File: src/rtl/a2d_intf.sv
// rtl/a2d_intf.sv - SPI master front-end for the 8-channel 12-bit A2D converter
// Optional feature macro: A2D_RES_INVERT_EN publishes the one's complement of the result.
module a2d_intf (
  input  logic        clk,
  input  logic        rst,
  input  logic        start_conv,
  input  logic [2:0]  chnnl,
  output logic        cnv_cmplt,
  output logic [11:0] A2D_res,
  output logic        SS_n,
  output logic        SCLK,
  output logic        MOSI,
  input  logic        MISO
);

  typedef enum logic [2:0] {IDLE, FRAME1, GAP, FRAME2, DONE} state_t;

  localparam logic [4:0] DIV_ENTRY    = 5'b10000;
  localparam logic [4:0] DIV_PRE_RISE = 5'b01111;
  localparam logic [4:0] DIV_PRE_FALL = 5'b11111;
  localparam logic [4:0] BITS_DONE    = 5'd16;
  localparam logic [4:0] BITS_PUBLISH = 5'd17;

  state_t      state_q, state_d;
  logic [4:0]  div_q, div_d;
  logic [4:0]  bit_cnt_q, bit_cnt_d;
  logic [15:0] shift_q, shift_d;
  logic [2:0]  chnl_q, chnl_d;
  logic        miso_smpl_q, miso_smpl_d;
  logic        ss_n_q, ss_n_d;
  logic        sclk_q, sclk_d;
  logic        mosi_q, mosi_d;
  logic        cmplt_q, cmplt_d;
  logic [11:0] res_q, res_d;
  logic [11:0] res_new;
  logic        in_frame;

`ifdef A2D_RES_INVERT_EN
  assign res_new = ~shift_q[11:0];
`else
  assign res_new = shift_q[11:0];
`endif

  always_comb begin
    state_d     = state_q;
    div_d       = div_q;
    bit_cnt_d   = bit_cnt_q;
    shift_d     = shift_q;
    chnl_d      = chnl_q;
    miso_smpl_d = miso_smpl_q;
    cmplt_d     = cmplt_q;
    res_d       = res_q;
    case (state_q)
      IDLE, DONE: begin
        if (start_conv) begin
          chnl_d    = chnnl;
          shift_d   = {2'b00, chnnl, 11'h000};
          cmplt_d   = 1'b0;
          div_d     = DIV_ENTRY;
          bit_cnt_d = 5'd0;
          state_d   = FRAME1;
        end
      end
      FRAME1, FRAME2: begin
        // Count 17 marks the extra cycle after frame 2 where the result is published.
        if (bit_cnt_q == BITS_PUBLISH) begin
          res_d   = res_new;
          cmplt_d = 1'b1;
          state_d = DONE;
        end else begin
          div_d = div_q + 5'd1;
          if (div_q == DIV_PRE_RISE) begin
            miso_smpl_d = MISO;
            bit_cnt_d   = bit_cnt_q + 5'd1;
          end
          if (div_q == DIV_PRE_FALL && bit_cnt_q != 5'd0) begin
            shift_d = {shift_q[14:0], miso_smpl_q};
          end
          if (div_q == DIV_PRE_FALL && bit_cnt_q == BITS_DONE) begin
            if (state_q == FRAME1) begin
              state_d = GAP;
              div_d   = 5'd0;
            end else begin
              bit_cnt_d = BITS_PUBLISH;
            end
          end
        end
      end
      GAP: begin
        div_d = div_q + 5'd1;
        if (div_q == DIV_PRE_FALL) begin
          shift_d   = {2'b00, chnl_q, 11'h000};
          div_d     = DIV_ENTRY;
          bit_cnt_d = 5'd0;
          state_d   = FRAME2;
        end
      end
      default: state_d = IDLE;
    endcase

    // Pins are registered from next-state values so they align with the state change.
    in_frame = (state_d == FRAME1 || state_d == FRAME2) && (bit_cnt_d != BITS_PUBLISH);
    ss_n_d   = ~in_frame;
    sclk_d   = in_frame ? div_d[4] : 1'b1;
    mosi_d   = in_frame ? shift_d[15] : 1'b0;
  end

  always_ff @(posedge clk) begin
    if (rst) begin
      state_q     <= IDLE;
      div_q       <= 5'd0;
      bit_cnt_q   <= 5'd0;
      shift_q     <= 16'h0000;
      chnl_q      <= 3'd0;
      miso_smpl_q <= 1'b0;
      ss_n_q      <= 1'b1;
      sclk_q      <= 1'b1;
      mosi_q      <= 1'b0;
      cmplt_q     <= 1'b0;
      res_q       <= 12'h000;
    end else begin
      state_q     <= state_d;
      div_q       <= div_d;
      bit_cnt_q   <= bit_cnt_d;
      shift_q     <= shift_d;
      chnl_q      <= chnl_d;
      miso_smpl_q <= miso_smpl_d;
      ss_n_q      <= ss_n_d;
      sclk_q      <= sclk_d;
      mosi_q      <= mosi_d;
      cmplt_q     <= cmplt_d;
      res_q       <= res_d;
    end
  end

  assign SS_n      = ss_n_q;
  assign SCLK      = sclk_q;
  assign MOSI      = mosi_q;
  assign cnv_cmplt = cmplt_q;
  assign A2D_res   = res_q;

endmodule
File: config.mk
export PLATFORM = sky130hd
export DESIGN_NAME = a2d_intf
export DESIGN_NICKNAME = d
export VERILOG_FILES = /design/src/rtl/a2d_intf.sv
export SDC_FILE = /design/constraint.sdc
export NUM_CORES = 1
export LEC_CHECK = 0
export CAP_MARGIN = 0
export CORE_ASPECT_RATIO = 0.6
export CORE_MARGIN = 2
export CORE_UTILIZATION = 55
export DETAILED_ROUTE_END_ITERATION = 10
export PLACE_DENSITY_LB_ADDON = 0.1
export SETUP_SLACK_MARGIN = 0.05
export SLEW_MARGIN = 20
export SYNTH_ARGS = -nofsm -noshare
export SYNTH_HDL_FRONTEND = slang
export SYNTH_SLANG_ARGS = --single-unit
File: constraint.sdc
create_clock -name clk -period 3.21 [get_ports clk]
set_input_delay 0.642 -clock clk [delete_from_list [all_inputs] [get_ports clk]]
set_output_delay 0.642 -clock clk [all_outputs]
set_load 0.005 [all_outputs]
Word-level counts from Yosys, hierarchy flattened
Index checks and enable logic that the tools add are counted.

storage, ports and cells
  flip-flop bits (word level) = 49
  input port bits = 7
  logic and storage cells = 77
  output and inout bits = 16

cells by class
  $add $sub $neg = 2
  bitwise operators = 2
  muxes and demuxes = 27
  equal/unequal tests = 16
  reductions and logical operators = 17

operator list
  kind                 number
  $mux 16              4
  $mux 5               11
  $pmux 16 s3          1
  $pmux 5 s3           2
  $eq 5x5->1 const B   3
  $mux 3               5
  $add 5x1->5 const B  2
  $ne 2x2->1 const B   5
  $eq 3x2->1 const B   3
  $pmux 3 s3           1
  $reduce_and 3->1     3
  $eq 3x1->1 const B   2
  $reduce_or 2->1      3
  $eq 5x4->1 const B   1
  $ne 5x5->1 const B   1
  $reduce_and 5->1     1
  $reduce_bool 5->1    1
  $reduce_and 2->1     2
  $eq 3x3->1 const B   1
  $logic_and 1x1->1    3
  $logic_not 3->1      1
  $reduce_bool 3->1    1
  $mux 1               2
  $not 1->1            2
  3 further kinds      3

Logic depth before layout (Yosys ltp)
Gate-level depths: netlist (run 1).

  word-level depth = 10
  depth in mapped cells = 10
  depth with buffers taken out = 9

Worst setup path before layout (run 1)
No wires, ideal clock.

  kind = register to register
  from = register div_q[0]
  to = register sclk_q, in the netlist SCLK
  setup slack = 0.498 ns
  library setup time = 0.134 ns
  path buffers = 1
  clock period less this slack = 2.712 ns
  arrival = 2.578 ns
  cell stages (with the launch flop) = 11
  required time = 3.076 ns
  cells stage by stage = dfxtp_1 ha_1 and3_1 ha_1 clkbuf_1 a21oi_1 o21a_1 or4_1 nand3_1 o41ai_2 or4b_1

on the way
  longest elaborated chain between the ends = 10
  elaborated cells on any way between the ends = 26
  classes of those cells = add/sub (1); eq/ne (5); mux (15); bitwise (1); reduce/logical (4)

RTL lines
  element                                                line        source
  start: declaration                                     25          logic [4:0] div_q, div_d;
  start signal: assignment                               123         div_q <= div_d;
  $eq 5x4->1 / $eq 5x5->1 (equally long branches)        72, 79, 91
  $mux 5 / $logic_and 1x1->1 (equally long branches)     72, 79
  $mux 5 / $mux 3 (equally long branches)                80, 79
  $mux 5 / $mux 3 (equally long branches)                79, 66
  $mux 5 / $pmux 3 s3 (equally long branches)            66, 53
  $pmux 5 s3, or another cell as far along               53          case (state_q)
  $ne 5x5->1 / $logic_or 1x1->1 (equally long branches)  102         in_frame = (state_d == FRAME1 || state_d == FRAME2) && (bit_cnt_d != BITS_PUBLISH);
  $logic_and 1x1->1                                      102
  $not 1->1 (no source line)                             -
  $reduce_or 2->1 (no source line)                       -
  end signal: assignment                                 129         sclk_q <= sclk_d;
  end: declaration                                       31          logic sclk_q, sclk_d;

Several ways; a longest one is shown, not always the timed one. The select of a mux whose other input is x is not followed.
A chain may end at the register's enable or synchronous reset.

Final worst setup path (run 1)
Ends and elaborated chain as after synthesis.

==> results.json, run 1 <==
{
  "htree_levels": 2,
  "dp_hpwl_mm": 3.28,
  "setup-violations-final": 0,
  "holdPathEnd": "A2D_res[0]",
  "cts_made_buffers": 5,
  "async_reset_ff_share_pct": 0,
  "worst_slew_pin_slew_ns": 0.617,
  "dr.max_layer_used": "met4",
  "drt_iter0_drc": 238,
  "synth_xor_area_share_pct": 0.407,
  "syn_avg_cell_area_um2": 8.38,
  "vias": 1844,
  "antenna_found_initial": 0,
  "synth.area.top_cells": "dfxtp_1, nand2_1, a21oi_1",
  "syn2layout_area_growth_pct": 17.5,
  "dr.pass1.iters": 6,
  "nFillCells": 323,
  "cp.arrival_ns": 3.13,
  "synthFlopType": "dfxtp_1",
  "post_drt_wl_per_cell_um": 14.4,
  "synth_seq_cells": 49,
  "max_cap_violations": 0,
  "syn-num-nets": 272,
  "switchingPower_uw": 267,
  "p_leak_nw": 0.893,
  "avgViaCountPerCell": 5.69,
  "tns_ns": 0,
  "synth_top_area_share_pct": 45.5,
  "met1_length_mm": 2.53,
  "synth_cell_types": 44,
  "postRouteAntennaNets": 0,
  "cts.clk_slew.worst_paths_ns": 0.09,
  "p_int_uw": 910,
  "cts_max_path_buffers": 2,
  "reg2reg_slack_ns": 0.26,
  "drc": 0,
  "pwr-share-clk_pct": 38.9,
  "nNetsFinal": 291,
  "worstSetupEndpointType": "flop",
  "drive_gt1_share_pct": 6.50,
  "yosysTopAreaCell": "dfxtp_1",
  "coreArea_um2": 3720,
  "fin_crit_sh_pct": 91.9,
  "startpoint_type": "flop",
  "peakVddDrop_mv": 0.333,
  "r2r_start": "div_q[0]",
  "ff_latch_area_um2": 981,
  "critPathRequiredTime_ns": 3.39,
  "rows": 17,
  "clock_skew_ns": 0.00525,
  "grt_overflow": 0,
  "seqPwrFrac_pct": 53.4,
  "switching_share_pct": 22.7,
  "synth-edff-count": 0,
  "power_frac_comb_pct": 7.6,
  "pin_count": 23,
  "wirelength_mm": 4.68,
  "synthMuxAreaShare_pct": 0.929,
  "whs_ns": 0.458,
  "rsz0062_at_grt": "false",
  "start_util_pct": 57.9,
  "power_density_nw_per_um2": 465,
  "first_global_vias": 1595,
  "r2r_end": "SCLK",
  "grtUsageTotal_pct": 23.2,
  "dr_wl_met2_mm": 1.79,
  "synth_top_family_by_area": "simple AND/OR/NAND/NOR gates",
  "grt_max_degree": 45,
  "timing_worst_setup_path_type": "flop to flop",
  "multi_input_area_um2": 1080,
  "io_buffer_count": 22,
  "clk_latency_ns": 0.30,
  "cts_tree": "yes",
  "crit_fanout": 9,
  "netlist_area_um2": 2150,
  "dieArea_um2": 4450,
  "fmax_mhz": 339,
  "hp-class": "flop to flop",
  "yosysWarnings": 0,
  "drv_slew": 0,
  "die_w_um": 84.8,
  "synth_fa_ha_area_share_pct": 4.65,
  "slew_headroom_pct": 58.9,
  "period_minus_slack_ns": 2.95,
  "min-delay-start": "A2D_res[0]",
  "wl_met3_um": 340,
  "clock-sinks": 49,
  "root_buffer": "clkbuf_8",
  "status": "complete, no violations",
  "antenna_cells": 0,
  "yosys.area_share.simple_pct": 23.5,
  "finalHoldViolCount": 0,
  "postCtsSetupBuffers": 0,
  "dieHeight_um": 52.5,
  "place.gp.congestion": 0.937,
  "netlist_instances": 257,
  "grt_pass1_wl_mm": 7.94,
  "hold_depth": 2,
  "synth-compound-area-share_pct": 20.4,
  "yosysSeqAreaShare_pct": 45.5,
  "ff2ff_path_depth": 9
}
## state kept, by name, indices dropped and copies added (netlist names)
register	cells
SCLK	1
SS_n	1
div_q	5
MOSI	1
miso_smpl_q	1
chnl_q	3
bit_cnt_q	5
shift_q	16
cnv_cmplt	1
state_q	3
A2D_res	12
## metal layers
metal / GRT usage (%) / up-vias
met3: 5.35 / 2
met2: 30.8 / 63
met4: 4.76 / 0
met1: 37.3 / 840
met5: 0 / -
li1: - / 939
## cell usage in the layout, fill, tap and decap left out, types with 3 or more instances in the layout
master,instances
dfxtp_1,49
nand2_1,47
nor2_1,24
a21oi_1,23
clkdlybuf4s50_1,22
a22oi_1,14
inv_1,8
o21ai_0,8
ha_1,8
nor2b_1,7
clkbuf_8,6
buf_4,6
nand3_1,5
nor3_1,4
a31oi_1,4
and2_1,3
a222oi_1,3
## critical path, cell delays in order (launching register included)
cell and delay [ns]:
dfxtp_1 0.38, ha_1 0.20, and3_1 0.27, ha_1 0.37
a21oi_1 0.14, o21a_1 0.23, or4_1 0.52, nand3_1 0.13
o41ai_2 0.12, or4b_1 0.48
## logic make-up (layout without fill, tap and decap cells)
| group | count (synthesis) | after routing |
|---|---|---|
| AO/OA/AOI/OAI | 66 | 66 |
| XOR/XNOR | 1 | 1 |
| adder cells (fa/ha/maj) | 8 | 8 |
| buffers and inverters | 24 | 44 |
| flip-flops | 49 | 49 |
| multiplexers | 2 | 2 |
| AND/OR/NAND/NOR | 107 | 107 |
## power groups by stage
stage	Combinational (mW)	Sequential [mW]	Clock, mW
detailed placement	0.0890	0.643	0
global route	0.102	0.631	0.489
finish	0.0900	0.629	0.458
floorplan	0.0592	0.639	0
global placement	0.0879	0.643	0
CTS	0.0895	0.629	0.466
## synth_stat cells, drive strengths merged, types with 2 or more instances
library cell  number
a222oi             3
a31oi              4
and2               4
nand4              2
mux2i              2
and4bb             2
nor3               4
buf                2
o21ai             10
a21oi             23
ha                 8
inv                8
nor2b              7
dfxtp             49
nand2b             2
clkbuf            14
nor2              24
nand3              5
nand2             47
or3                2
a22oi             14
o41ai              2
nor3b              2
a21boi             2
## timing repair
| item | CTS | global route |
|---|---|---|
| hold buffers | 0 | 0 |
| endpoints found under the hold margin | 0 | 0 |
| setup endpoints to repair | 0 | 1 |
| gates resized for setup | 0 | 1 |
## worst max-delay path by stage
stage	startpoint	endpoint	slack, ns	cells past startpoint
after floorplan	div_q[0]	SCLK	0.50	10
after global placement	start_conv	SCLK	0.24	7
after detailed placement	start_conv	SCLK	0.21	7
after CTS	div_q[0]	SCLK	0.31	9
after global routing	div_q[1]	SCLK	0.12	9
final	div_q[0]	SCLK	0.26	9
## cell type report
type	instances	share of cell area [%]
tap	47	2.32
clock inverter	2	1.48
multi-input combinational	184	42.5
clock buffer	6	3.26
timing repair buffer	28	10.5
inverter	8	1.19
sequential	49	38.8
## stage by stage
stage                     worst slack (ns)  instances  util (%)  area [µm²]  power, mW
after floorplan                      0.498        257         -        2150      0.698
after global placement               0.238        316      64.8        2410      0.731
after detailed placement             0.208        316      64.8        2410      0.732
after CTS                            0.306        324      68.0        2530       1.18
after global routing                 0.124        324      68.0        2530       1.22
final                                0.260        324      68.0        2530       1.18
Note: power is estimated with default switching activity, not from simulation.
==> inputs of run 2 (changes only) <==
--- a/config.mk
+++ b/config.mk
@@ -9,6 +9,7 @@
 export CORE_ASPECT_RATIO = 0.6
 export CORE_MARGIN = 2
 export CORE_UTILIZATION = 55
+export CTS_BUF_LIST = sky130_fd_sc_hd__clkbuf_16
 export DETAILED_ROUTE_END_ITERATION = 10
 export PLACE_DENSITY_LB_ADDON = 0.1
 export SETUP_SLACK_MARGIN = 0.05
==> run 2 against run 1 <==
Clock power rose by 28%; fmax is 0.75% higher; sequential power hardly changed; cell count is the same; via count is 1.6% higher; sequential share of layout area is 0.70 points lower; critical path depth is the same.
==> results.json, run 2 (synthesized netlist as in run 1, its figures left out) <==
{
  "status": "complete, no violations",
  "post_dp_cell_area_um2": 2410,
  "die_w_um": 84.8,
  "startpoint_type": "flop",
  "clk_latency_ns": 0.28,
  "htree_levels": 2,
  "regMostFlops": "shift_q",
  "nFillCells": 312,
  "pin_count": 23,
  "final_core_util_pct": 69.2,
  "wirelength_mm": 4.76,
  "coreArea_um2": 3720,
  "cts.clk_slew.worst_paths_ns": 0.06,
  "finalInstanceArea_um2": 2580,
  "syn2layout_area_growth_pct": 19.6,
  "grtUsageTotal_pct": 23.7,
  "cts_max_path_buffers": 2,
  "start_util_pct": 57.9,
  "switching_share_pct": 21.7,
  "rows": 17,
  "p_int_mw": 1.02,
  "grt_pass1_wl_mm": 8.09,
  "grt_overflow": 0,
  "hp-class": "flop to flop",
  "dieHeight_um": 52.5,
  "slew_headroom_pct": 58.1,
  "period_minus_slack_ns": 2.93,
  "clock_skew_ns": 0.00325,
  "timing_worst_setup_path_type": "flop to flop",
  "drive_gt1_share_pct": 6.14,
  "place.gp.congestion": 0.937,
  "power_frac_comb_pct": 6.9,
  "layout_commonest_cell": "dfxtp_1",
  "seqPwrFrac_pct": 48.2,
  "critPathRequiredTime_ns": 3.37,
  "antenna_cells": 0,
  "finalHoldViolCount": 0,
  "max_cap_violations": 0,
  "io_buffer_count": 22,
  "fin_ws_ns": 0.282,
  "cts_made_buffers": 5,
  "postRouteAntennaNets": 0,
  "drc": 0,
  "dr.pass1.iters": 7,
  "grt_max_degree": 45,
  "dp_worst_setup_slack_ns": 0.208,
  "root_buffer": "clkbuf_16",
  "drt_iter0_drc": 193,
  "mostFrequentLayoutCells": "dfxtp_1, nand2_1, nor2_1, a21oi_1, clkdlybuf4s50_1",
  "antenna_found_initial": 0,
  "largest_register_ffs": 16,
  "worstSetupEndpointType": "flop",
  "avgViaCountPerCell": 5.78,
  "fin_crit_sh_pct": 91.2,
  "power_density_nw_per_um2": 506,
  "fmax_mhz": 342,
  "crit_fanout": 9,
  "first_global_vias": 1637,
  "post_drt_wl_per_cell_um": 14.7,
  "whs_ns": 0.455,
  "tns_ns": 0,
  "nNetsFinal": 291,
  "rsz0062_at_grt": "false",
  "postCtsSetupBuffers": 0,
  "clock-sinks": 49,
  "vias": 1874,
  "worst_slew_pin_slew_ns": 0.629,
  "pwr-share-clk_pct": 44.8,
  "dieArea_um2": 4450,
  "reg2reg_slack_ns": 0.28,
  "dp_hpwl_mm": 3.28,
  "drv_slew": 0,
  "p_leak_nw": 0.913,
  "cp.arrival_ns": 3.09,
  "setup-violations-final": 0,
  "cts_tree": "yes",
  "peakVddDrop_mv": 0.351,
  "switchingPower_uw": 283
}
## run 2: changes by cell type in the layout (fill, tap and decap cells not counted), sizes merged
cell / before / now
clkbuf: 6 / 5
clkinv: 0 / 1
## run 2: layout make-up
cell class / count / area, µm² / share of cell area, %
Sequential cell: 49 / 981 / 38.1
Clock inverter: 3 / 41.3 / 1.60
Clock buffer: 5 / 125 / 4.85
Multi-Input combinational cell: 184 / 1080 / 41.7
Timing Repair Buffer: 28 / 265 / 10.3
Inverter: 8 / 30.0 / 1.17
Tap cell: 47 / 58.8 / 2.28
## run 2: critical path, cell delays in order (launching register included)
cell,delay [ns]
dfxtp_1,0.37
ha_1,0.20
and3_1,0.27
ha_1,0.37
a21oi_1,0.14
o21a_1,0.22
or4_1,0.52
nand3_1,0.13
o41ai_2,0.11
or4b_1,0.48
## run 2: worst paths after layout
check	start	end	cells after the start
min	A2D_res[8]	A2D_res[8]	2
max	div_q[0]	SCLK	9
min reg2reg	A2D_res[8]	A2D_res[8]	2
max reg2reg	div_q[0]	SCLK	9
## run 2: layer usage
layer  share of wire [%]  wire [µm]  up-vias  global-route usage (%)
li1                    -          -      933                       -
met1                  52       2490      858                    36.9
met2                  39       1830       78                    32.8
met3                 8.4        402        5                    5.35
met4                0.65         31        0                    5.56
met5                   0          0        -                       0
## run 2: stage by stage
step	total power [mW]	std cells
6_report	1.30	324
3_3_place_gp	0.731	316
2_1_floorplan	0.698	257
4_1_cts	1.31	324
5_1_grt	1.35	324
3_5_place_dp	0.732	316
## run 2: power groups by stage
stage	sequential, mW	combinational [mW]	clock, mW
after floorplan	0.639	0.0592	0
after global placement	0.643	0.0879	0
after detailed placement	0.643	0.0890	0
after CTS	0.629	0.0897	0.591
after global routing	0.631	0.102	0.620
final	0.629	0.0906	0.584
## run 2: repair_timing
action / 4_1_cts / 5_1_grt
resized for setup: 0 / 1
setup endpoints to repair: 0 / 1
hold buffers: 0 / 0
==> inputs of run 3 (changes only) <==
--- a/config.mk
+++ b/config.mk
@@ -5,6 +5,7 @@
 export SDC_FILE = /design/constraint.sdc
 export NUM_CORES = 1
 export LEC_CHECK = 0
+export ABC_AREA = 1
 export CAP_MARGIN = 0
 export CORE_ASPECT_RATIO = 0.6
 export CORE_MARGIN = 2
==> run 3 against run 2 <==
Clock power decreased by 14%; cell count increased by 9.9%; cell area increased by 1.8%; fmax increased by 37%; power decreased by 6.3%; clock-buffer cell count unchanged; synthesized area increased by 4.1%; wire length increased by 0.67%; synthesized cell count increased by 11%; largest cell class unchanged.
==> results.json, run 3 <==
{
  "timing_worst_setup_path_type": "flop to flop",
  "grt_pass1_wl_mm": 8.22,
  "yosys.cell_count.top_type": "nand2_1",
  "cts_max_path_buffers": 2,
  "startpoint_type": "flop",
  "slew_headroom_pct": 50.9,
  "antenna_cells": 0,
  "post_drt_wl_per_cell_um": 13.5,
  "peakVddDrop_mv": 0.302,
  "postRouteAntennaNets": 0,
  "cts.clk_slew.worst_paths_ns": 0.07,
  "synth_commonest_cells": "nand2_1, dfxtp_1, a21oi_1",
  "synth_seq_cells": 49,
  "r2r_end": "shift_q[9]",
  "coreArea_um2": 3790,
  "worstSetupEndpointType": "flop",
  "synth.area.top_cells": "dfxtp_1, nand2_1, a21oi_1",
  "switching_share_pct": 23.4,
  "worst_slew_pin_slew_ns": 0.734,
  "drive_gt1_share_pct": 10.7,
  "nNetsFinal": 323,
  "root_buffer": "clkbuf_16",
  "clk_latency_ns": 0.28,
  "status": "complete, no violations",
  "dpl.cell_count": 348,
  "avgViaCountPerCell": 5.41,
  "place.gp.congestion": 0.876,
  "syn-num-nets": 301,
  "rows": 17,
  "dieArea_um2": 4620,
  "cp.arrival_ns": 2.28,
  "vias": 1926,
  "power_frac_comb_pct": 7.5,
  "netlist_area_um2": 2240,
  "seqPwrFrac_pct": 51.1,
  "switchingPower_uw": 286,
  "cts_tree": "yes",
  "power_density_nw_per_um2": 466,
  "drc": 0,
  "syn_avg_cell_area_um2": 7.84,
  "netlist_instances": 286,
  "fin_cells": 356,
  "critPathRequiredTime_ns": 3.36,
  "tns_ns": 0,
  "finalHoldViolCount": 0,
  "cts_made_buffers": 5,
  "hp-class": "flop to flop",
  "htree_levels": 2,
  "min-delay-start": "A2D_res[0]",
  "drt_iter0_drc": 120,
  "r2r_start": "div_q[0]",
  "layout_commonest_cell": "nand2_1",
  "synthFlopType": "dfxtp_1",
  "synth-edff-count": 0,
  "synth_top_area_share_pct": 43.8,
  "clock-sinks": 49,
  "fin_crit_sh_pct": 66.5,
  "grt_overflow": 0,
  "mostFrequentLayoutCells": "nand2_1, dfxtp_1, a21oi_1, nor2_1, nand3_1",
  "drv_slew": 0,
  "die_w_um": 86.4,
  "first_global_vias": 1742,
  "dp_hpwl_mm": 3.46,
  "period_minus_slack_ns": 2.13,
  "rsz0062_at_grt": "false",
  "holdPathEnd": "A2D_res[0]",
  "reg2reg_slack_ns": 1.08,
  "io_buffer_count": 22,
  "p_int_uw": 936,
  "syn2layout_area_growth_pct": 17.0,
  "grt_max_degree": 20,
  "postCtsSetupBuffers": 0,
  "clock_skew_ns": 0.00465,
  "antenna_found_initial": 0,
  "regMostFlops": "shift_q",
  "pwr-share-clk_pct": 41.3,
  "async_reset_ff_share_pct": 0,
  "grtUsageTotal_pct": 23.0,
  "yosysWarnings": 0,
  "setup-violations-final": 0,
  "dieHeight_um": 53.5,
  "ff2ff_path_depth": 11,
  "yosysSeqAreaShare_pct": 43.8,
  "nFillCells": 335,
  "largest_register_ffs": 16,
  "whs_ns": 0.458,
  "start_util_pct": 59.2,
  "fmax_mhz": 469,
  "cts-resized-gates": 0,
  "yosysTopAreaCell": "dfxtp_1",
  "dr.pass1.iters": 4,
  "p_leak_nw": 1.01,
  "pin_count": 23,
  "hold_depth": 2,
  "crit_fanout": 15,
  "synth_cell_types": 32,
  "wirelength_mm": 4.79,
  "hold_buffers": 0,
  "max_cap_violations": 0
}
## run 3: cell count changes in the layout (fill, tap and decap cells not counted), moves of 4 or more
cell	before	now
nor2b_1	7	0
nor3_1	4	0
nand2_1	47	67
o21ai_0	8	2
a21oi_1	23	29
nand2_2	0	4
inv_2	0	5
inv_1	8	22
nand3_1	5	26
## run 3: worst max path at each step
stage / from / to / slack [ns]
floorplan: div_q[0] / shift_q[3] / 1.38
global placement: start_conv / shift_q[9] / 1.08
detailed placement: start_conv / shift_q[9] / 1.05
CTS: div_q[0] / shift_q[9] / 1.11
global route: div_q[1] / MOSI / 0.91
finish: div_q[0] / shift_q[9] / 1.08
## run 3: metal layers
metal	share of wire [%]	up-vias	track usage, %
li1	-	985	-
met1	52	886	34.7
met2	41	53	33.3
met3	5.8	2	5.30
met4	0.40	0	4.17
met5	0	-	0
## run 3: kinds of logic (layout without fill, tap and decap cells)
kind of cell | Yosys count | in the layout | share of synthesized area (%)
adders and majority gates | 8 | 8 | 4.46
buffers and inverters | 36 | 59 | 7.20
muxes | 1 | 1 | 0.446
xor gates and xnor gates | 2 | 2 | 0.781
DFF | 49 | 49 | 43.7
AOI/OAI and AO/OA | 53 | 53 | 14.3
and+or+nand+nor | 137 | 137 | 29.0
## run 3: cell type report
type	instances	area (µm²)	share of cell area, %
Clock inverter	3	18.8	0.715
Tap cell	47	58.8	2.24
Inverter	26	97.6	3.72
Sequential cell	49	981	37.4
Multi-Input combinational cell	201	1100	41.9
Timing Repair Buffer	25	243	9.25
Clock buffer	5	125	4.77
## run 3: power by group through the flow
stage / Sequential, mW / Combinational, mW / Clock [mW]
finish: 0.625 / 0.0922 / 0.505
global route: 0.626 / 0.101 / 0.536
CTS: 0.625 / 0.0918 / 0.511
detailed placement: 0.639 / 0.0911 / 0
global placement: 0.638 / 0.0892 / 0
floorplan: 0.637 / 0.0651 / 0
## run 3: per-stage QoR
step                util [%]  total power [mW]  cell area (µm²)  worst slack, ns
floorplan                  -             0.703             2240             1.38
global placement        65.5             0.728             2480             1.08
detailed placement      65.5             0.730             2480             1.05
CTS                     69.3              1.23             2620             1.11
global route            69.3              1.26             2620            0.909
finish                  69.3              1.22             2620             1.08
## run 3: worst max-delay path, stage by stage, from the launching register on
cell     delay (ns)
dfxtp_1        0.37
ha_1           0.19
nand2_1        0.07
nor2_1         0.23
ha_1           0.23
inv_1          0.09
nand3_2        0.12
nand3_2        0.13
inv_1          0.12
nand2_2        0.20
a22oi_1        0.20
nor2_1         0.06
